$ cat config.mk
export PLATFORM = sky130hd
export DESIGN_NAME = main_fsm
export DESIGN_NICKNAME = d
export VERILOG_FILES = /design/src/rtl/main_fsm.sv
export SDC_FILE = /design/constraint.sdc
export NUM_CORES = 1
export LEC_CHECK = 0
export BUFFER_PORTS_ARGS = -buffer_cell sky130_fd_sc_hd__buf_2
export CORE_MARGIN = 8
export CORE_UTILIZATION = 40
export CTS_CLUSTER_SIZE = 24
export DETAILED_ROUTE_END_ITERATION = 10
export GPL_ROUTABILITY_DRIVEN = 0
export PLACE_DENSITY_LB_ADDON = 0.05
export SYNTH_ARGS = -nofsm -noshare
export SYNTH_HDL_FRONTEND = slang
export SYNTH_SLANG_ARGS = --single-unit
$ cat constraint.sdc
create_clock -name clk -period 2.5 [get_ports clk]
set_input_delay 0.5 -clock clk [delete_from_list [all_inputs] [get_ports clk]]
set_output_delay 0.5 -clock clk [all_outputs]
set_load 0.01 [all_outputs]
$ cat src/rtl/main_fsm.sv
// Multicycle RV32I main controller: Moore FSM over fetch/decode/execute/memory/writeback; R/I 4, lw 5, sw 4, beq 3, jal 4, jalr 5 cycles.
// FETCH/MEMREAD/MEMWRITE hold while MemReady=0 (when MEM_HANDSHAKE=1); lui/auipc decode only with MAIN_FSM_UTYPE_EN.
module main_fsm #(
    parameter int MEM_HANDSHAKE = 1,
    parameter int STATE_W       = 4
) (
    input  logic               clk,
    input  logic               reset_n,
    input  logic [6:0]         op,
    input  logic               Zero,
    input  logic               MemReady,
    output logic               PCWrite,
    output logic               AdrSrc,
    output logic               MemWrite,
    output logic               IRWrite,
    output logic               RegWrite,
    output logic [1:0]         ResultSrc,
    output logic [1:0]         ALUSrcA,
    output logic [1:0]         ALUSrcB,
    output logic [1:0]         ALUOp,
    output logic [2:0]         ImmSrc,
    output logic               Illegal,
    output logic [STATE_W-1:0] State
);

    typedef enum logic [3:0] {
        S_FETCH    = 4'd0,
        S_DECODE   = 4'd1,
        S_MEMADR   = 4'd2,
        S_MEMREAD  = 4'd3,
        S_MEMWB    = 4'd4,
        S_MEMWRITE = 4'd5,
        S_EXECR    = 4'd6,
        S_EXECI    = 4'd7,
        S_ALUWB    = 4'd8,
        S_BEQ      = 4'd9,
        S_JAL      = 4'd10,
        S_JALR     = 4'd11,
        S_UTYPE    = 4'd12,
        S_TRAP     = 4'd15
    } state_t;

    localparam logic [6:0] OP_LOAD   = 7'b0000011;
    localparam logic [6:0] OP_STORE  = 7'b0100011;
    localparam logic [6:0] OP_RTYPE  = 7'b0110011;
    localparam logic [6:0] OP_ITYPE  = 7'b0010011;
    localparam logic [6:0] OP_BRANCH = 7'b1100011;
    localparam logic [6:0] OP_JAL    = 7'b1101111;
    localparam logic [6:0] OP_JALR   = 7'b1100111;
    localparam logic [6:0] OP_LUI    = 7'b0110111;
    localparam logic [6:0] OP_AUIPC  = 7'b0010111;

    state_t state, state_n;
    logic   ready;
    logic   pcupdate, branch;
    logic   irwrite_i, regwrite_i, memwrite_i, illegal_i;

    assign ready = MemReady || (MEM_HANDSHAKE == 0);

    always_ff @(posedge clk or negedge reset_n) begin
        if (!reset_n) state <= S_FETCH;
        else          state <= state_n;
    end

    always_comb begin
        state_n    = state;
        pcupdate   = 1'b0;
        branch     = 1'b0;
        irwrite_i  = 1'b0;
        regwrite_i = 1'b0;
        memwrite_i = 1'b0;
        illegal_i  = 1'b0;
        AdrSrc     = 1'b0;
        ResultSrc  = 2'b00;
        ALUSrcA    = 2'b00;
        ALUSrcB    = 2'b00;
        ALUOp      = 2'b00;
        case (state)
            S_FETCH: begin
                ALUSrcB   = 2'b10;
                ResultSrc = 2'b10;
                irwrite_i = ready;
                pcupdate  = ready;
                if (ready) state_n = S_DECODE;
            end
            S_DECODE: begin
                ALUSrcA = 2'b01;
                ALUSrcB = 2'b01;
                case (op)
                    OP_LOAD, OP_STORE: state_n = S_MEMADR;
                    OP_RTYPE:          state_n = S_EXECR;
                    OP_ITYPE:          state_n = S_EXECI;
                    OP_BRANCH:         state_n = S_BEQ;
                    OP_JAL:            state_n = S_JAL;
                    OP_JALR:           state_n = S_JALR;
`ifdef MAIN_FSM_UTYPE_EN
                    OP_LUI, OP_AUIPC:  state_n = S_UTYPE;
`endif
                    default:           state_n = S_TRAP;
                endcase
            end
            S_MEMADR: begin
                ALUSrcA = 2'b10;
                ALUSrcB = 2'b01;
                state_n = (op == OP_LOAD) ? S_MEMREAD : S_MEMWRITE;
            end
            S_MEMREAD: begin
                AdrSrc = 1'b1;
                if (ready) state_n = S_MEMWB;
            end
            S_MEMWB: begin
                ResultSrc  = 2'b01;
                regwrite_i = 1'b1;
                state_n    = S_FETCH;
            end
            S_MEMWRITE: begin
                AdrSrc     = 1'b1;
                memwrite_i = 1'b1;
                if (ready) state_n = S_FETCH;
            end
            S_EXECR: begin
                ALUSrcA = 2'b10;
                ALUOp   = 2'b10;
                state_n = S_ALUWB;
            end
            S_EXECI: begin
                ALUSrcA = 2'b10;
                ALUSrcB = 2'b01;
                ALUOp   = 2'b10;
                state_n = S_ALUWB;
            end
            S_ALUWB: begin
                regwrite_i = 1'b1;
                state_n    = S_FETCH;
            end
            S_BEQ: begin
                ALUSrcA = 2'b10;
                ALUOp   = 2'b01;
                branch  = 1'b1;
                state_n = S_FETCH;
            end
            // rs1+imm lands in ALUOut, then JAL loads it into PC and links OldPC+4
            S_JALR: begin
                ALUSrcA = 2'b10;
                ALUSrcB = 2'b01;
                state_n = S_JAL;
            end
            S_JAL: begin
                ALUSrcA  = 2'b01;
                ALUSrcB  = 2'b10;
                pcupdate = 1'b1;
                state_n  = S_ALUWB;
            end
`ifdef MAIN_FSM_UTYPE_EN
            S_UTYPE: begin
                ALUSrcA = (op == OP_LUI) ? 2'b11 : 2'b01;
                ALUSrcB = 2'b01;
                state_n = S_ALUWB;
            end
`endif
            S_TRAP: begin
                illegal_i = 1'b1;
            end
            default: state_n = S_TRAP;
        endcase
    end

    always_comb begin
        ImmSrc = 3'b000;
        case (op)
            OP_STORE:        ImmSrc = 3'b001;
            OP_BRANCH:       ImmSrc = 3'b010;
            OP_JAL:          ImmSrc = 3'b011;
            OP_LUI, OP_AUIPC: ImmSrc = 3'b100;
            default:         ImmSrc = 3'b000;
        endcase
    end

    // Enables are gated by reset_n so nothing writes while reset is held
    assign PCWrite  = reset_n & (pcupdate | (branch & Zero));
    assign IRWrite  = reset_n & irwrite_i;
    assign RegWrite = reset_n & regwrite_i;
    assign MemWrite = reset_n & memwrite_i;
    assign Illegal  = reset_n & illegal_i;
    assign State    = STATE_W'(state);

endmodule

==> summary.md <==
| Metric | Value |
|---|---|
| Crit path from | `State[3]` |
| Dpl cells | `124` |
| R2R cell count | `3` |
| # port buffers | `31` |
| Die Ht | `53.8 um` |
| Top FF cell, synth | `dfrtp_1` |
| Initial antenna violation count | `0` |
| DRT iter0 DRCs | `10` |
| Setup violators final | `0` |
| Wire per inst | `13.5 um` |
| WP data required | `2000 ps` |
| DRC errors left | `0` |
| Met3 Use GR | `3.58%` |
| Seq pwr share | `38.0%` |
| Least-Margin Pin Slew | `535 ps` |
| Final Routed Wirelength | `1710 um` |
| Top cells by area, synth | `dfrtp_1, nor2_1, nand2_1, a21oi_1, nand2b_1` |
| Worst hold path type | `in2async` |
| Max Buffers Root-to-Sink | `2` |
| Max-cap viol count | `0` |
| DP HPWL | `1330 um` |
| Mapped Cells | `81` |
| Total CTS buffers | `3` |
| Via total after detailed routing | `689` |
| Postcts setup bufs | `0` |
| Final Util | `57.9%` |
| Initial cell density of the core | `43.3%` |
| Cell Count, Final, Fillers Out | `127` |
| Die ar. | `0.00289 mm2` |
| Dominant cell type by area after synthesis | `dfrtp_1` |
| Nets | `125` |
| RSZ-0062 raised after global routing | `no` |
| H-tree lvl count | `1` |
| Min Hold Slack | `102 ps` |
| Grt total ovfl | `0` |
| Final Hold Vio Count | `0` |
| CP Max Fanout | `6` |
| Post-synth EDFFs | `0` |
| Max Transition Viols Final | `0` |
| Most Crowded Layer GR | `met2` |
| Sequential-to-total area share from yosys stat | `17.5%` |
| Crit path kind | `reg2out` |
| CTS tree | `done` |
| Sw power | `40.2 uW` |
| Vias in the first global route | `633` |
| Max_slew headroom | `64.3%` |
| Largest net degree at the start of global routing | `19` |
| Setup TNS | `0 ps` |
| Largest register FFs | `4` |
| IO Pins | `32` |
| Worst setup EP type | `output port` |
| Drt pass-1 iters | `4` |
| Core Footprint | `0.00132 mm2` |
| Yosys warning count | `0` |
| Via density | `5.43` |
| Syn_area_per_cell | `7.04 um2` |
| Switch share | `23.4%` |
| Leakage power | `0.365 nW` |
| Min Clock Period, post-route | `2100 ps` |
| Worst Path Arrival | `1600 ps` |
| Startpoint types | `flip-flop` |
| Cts hold-fix bufs | `0` |
| Post-synthesis register bit count | `4` |
| Area Overhead vs Synth | `33.8%` |
| Worst r2r src | `State[1]` |
| Pint | `131 uW` |
| Fmax | `0.476 GHz` |
| Peak VDD IR | `0.000186 V` |
| Clk_lat worst skew | `230 ps` |
| Cts repair resizes | `0` |
| Post-synthesis async set-or-reset flop share | `100%` |
| Final period util | `84.0%` |
| M1 GR Usage | `15.3%` |
| Clock Root Buffer | `clkbuf_4` |
| Clock slew at reported path FFs | `40 ps` |
| # diodes | `0` |
| Synth Cell Area | `571 um2` |
| Reg2reg end | `State[1]` |
| Total Routing Usage GR | `12.2%` |
| Clock sink count | `4` |
| Syn Nets | `92` |
| Clock power frac | `44.4%` |
| Status | `finished, final reports clean` |
| PwrDens | `225 mW/mm2` |
| Met2 Usage GRT | `19.7%` |
| Final Skew | `1.98 ps` |
| Post-synthesis cell type count | `40` |
| Share of the synthesized area in the top cell type | `17.5%` |
| Share of cells above drive strength 1 | `35.7%` |
| Global-route wire length before repair | `2820 um` |
| Die width | `53.8 um` |
| R2R Setup Slk | `1050 ps` |
| Combinational share of power | `17.6%` |
| # rows | `13` |
| Antenna-violating nets left | `0` |
synth_stat cells (all sizes together), types with 2 or more instances:
master and count:
nor3 3, nand2b 4, nand3 2, nor3b 2, clkbuf 4, a21oi 5, or3 5, dfrtp 4
xnor2 2, nor2b 4, inv 2, nand2 7, o41ai 2, o31ai 2, nor2 9, nor4b 2
worst max-delay path by stage:
stage                     end  cells after the start
finish                PCWrite                      5
global route          PCWrite                      5
CTS                   PCWrite                      5
detailed placement  ImmSrc[0]                      4
global placement    ImmSrc[1]                      5
floorplan             PCWrite                      5
placed cells by master, fill, tap and decap left out, types with 2 or more instances in the layout:
| cell type | instances |
|---|---|
| dfrtp_1 | 4 |
| nand2_1 | 7 |
| or3_1 | 4 |
| inv_1 | 2 |
| o41ai_1 | 2 |
| clkbuf_4 | 3 |
| xnor2_1 | 2 |
| nor2b_1 | 4 |
| buf_2 | 31 |
| a21oi_1 | 5 |
| nor3b_1 | 2 |
| nor4b_1 | 2 |
| nor3_1 | 3 |
| nand2b_1 | 4 |
| nor2_1 | 9 |
| buf_4 | 2 |
| nand3_1 | 2 |
kinds of logic after synthesis:
kind of cell,synth area share (%)
simple gates,47.8
buf+inv,4.60
xor+xnor,3.07
mux,3.73
compound gates,23.2
flops,17.5
layer usage:
| metal | routed length, um | vias to the layer above |
|---|---|---|
| met2 | 789 | 18 |
| met3 | 166 | 0 |
| met5 | 0 | - |
| met1 | 759 | 309 |
| met4 | 0 | 0 |
| li1 | - | 362 |
critical path: stages, from the launching register on:
cell and delay (ps):
dfrtp_1 370, or2_2 360, nor3_1 200, and3_1 200, o21bai_1 100, buf_2 150
layout make-up:
cell class              instances  area, um2
multi-input cells              70        444
clock buffers                   3       22.5
well taps                      15       18.8
inverters                       2       7.51
repair buffers                 33        170
fillers                       150        554
flip-flops and latches          4        100
power by group through the flow:
| stage | logic [mW] | clock network, mW | registers (mW) |
|---|---|---|---|
| after floorplan | 0.0117 | 0 | 0.0659 |
| after global placement | 0.0292 | 0 | 0.0659 |
| after detailed placement | 0.0302 | 0 | 0.0659 |
| after CTS | 0.0303 | 0.0815 | 0.0651 |
| after global routing | 0.0348 | 0.0864 | 0.0651 |
| final | 0.0302 | 0.0762 | 0.0651 |
metrics by stage:
stage | total power [mW] | area [um2] | worst slack [ps]
floorplan | 0.0777 | 571 | 339
global placement | 0.0952 | 741 | 512
detailed placement | 0.0961 | 741 | 498
CTS | 0.177 | 763 | 398
global route | 0.186 | 763 | 314
finish | 0.171 | 763 | 400
Power figures use the tool's default switching activity.
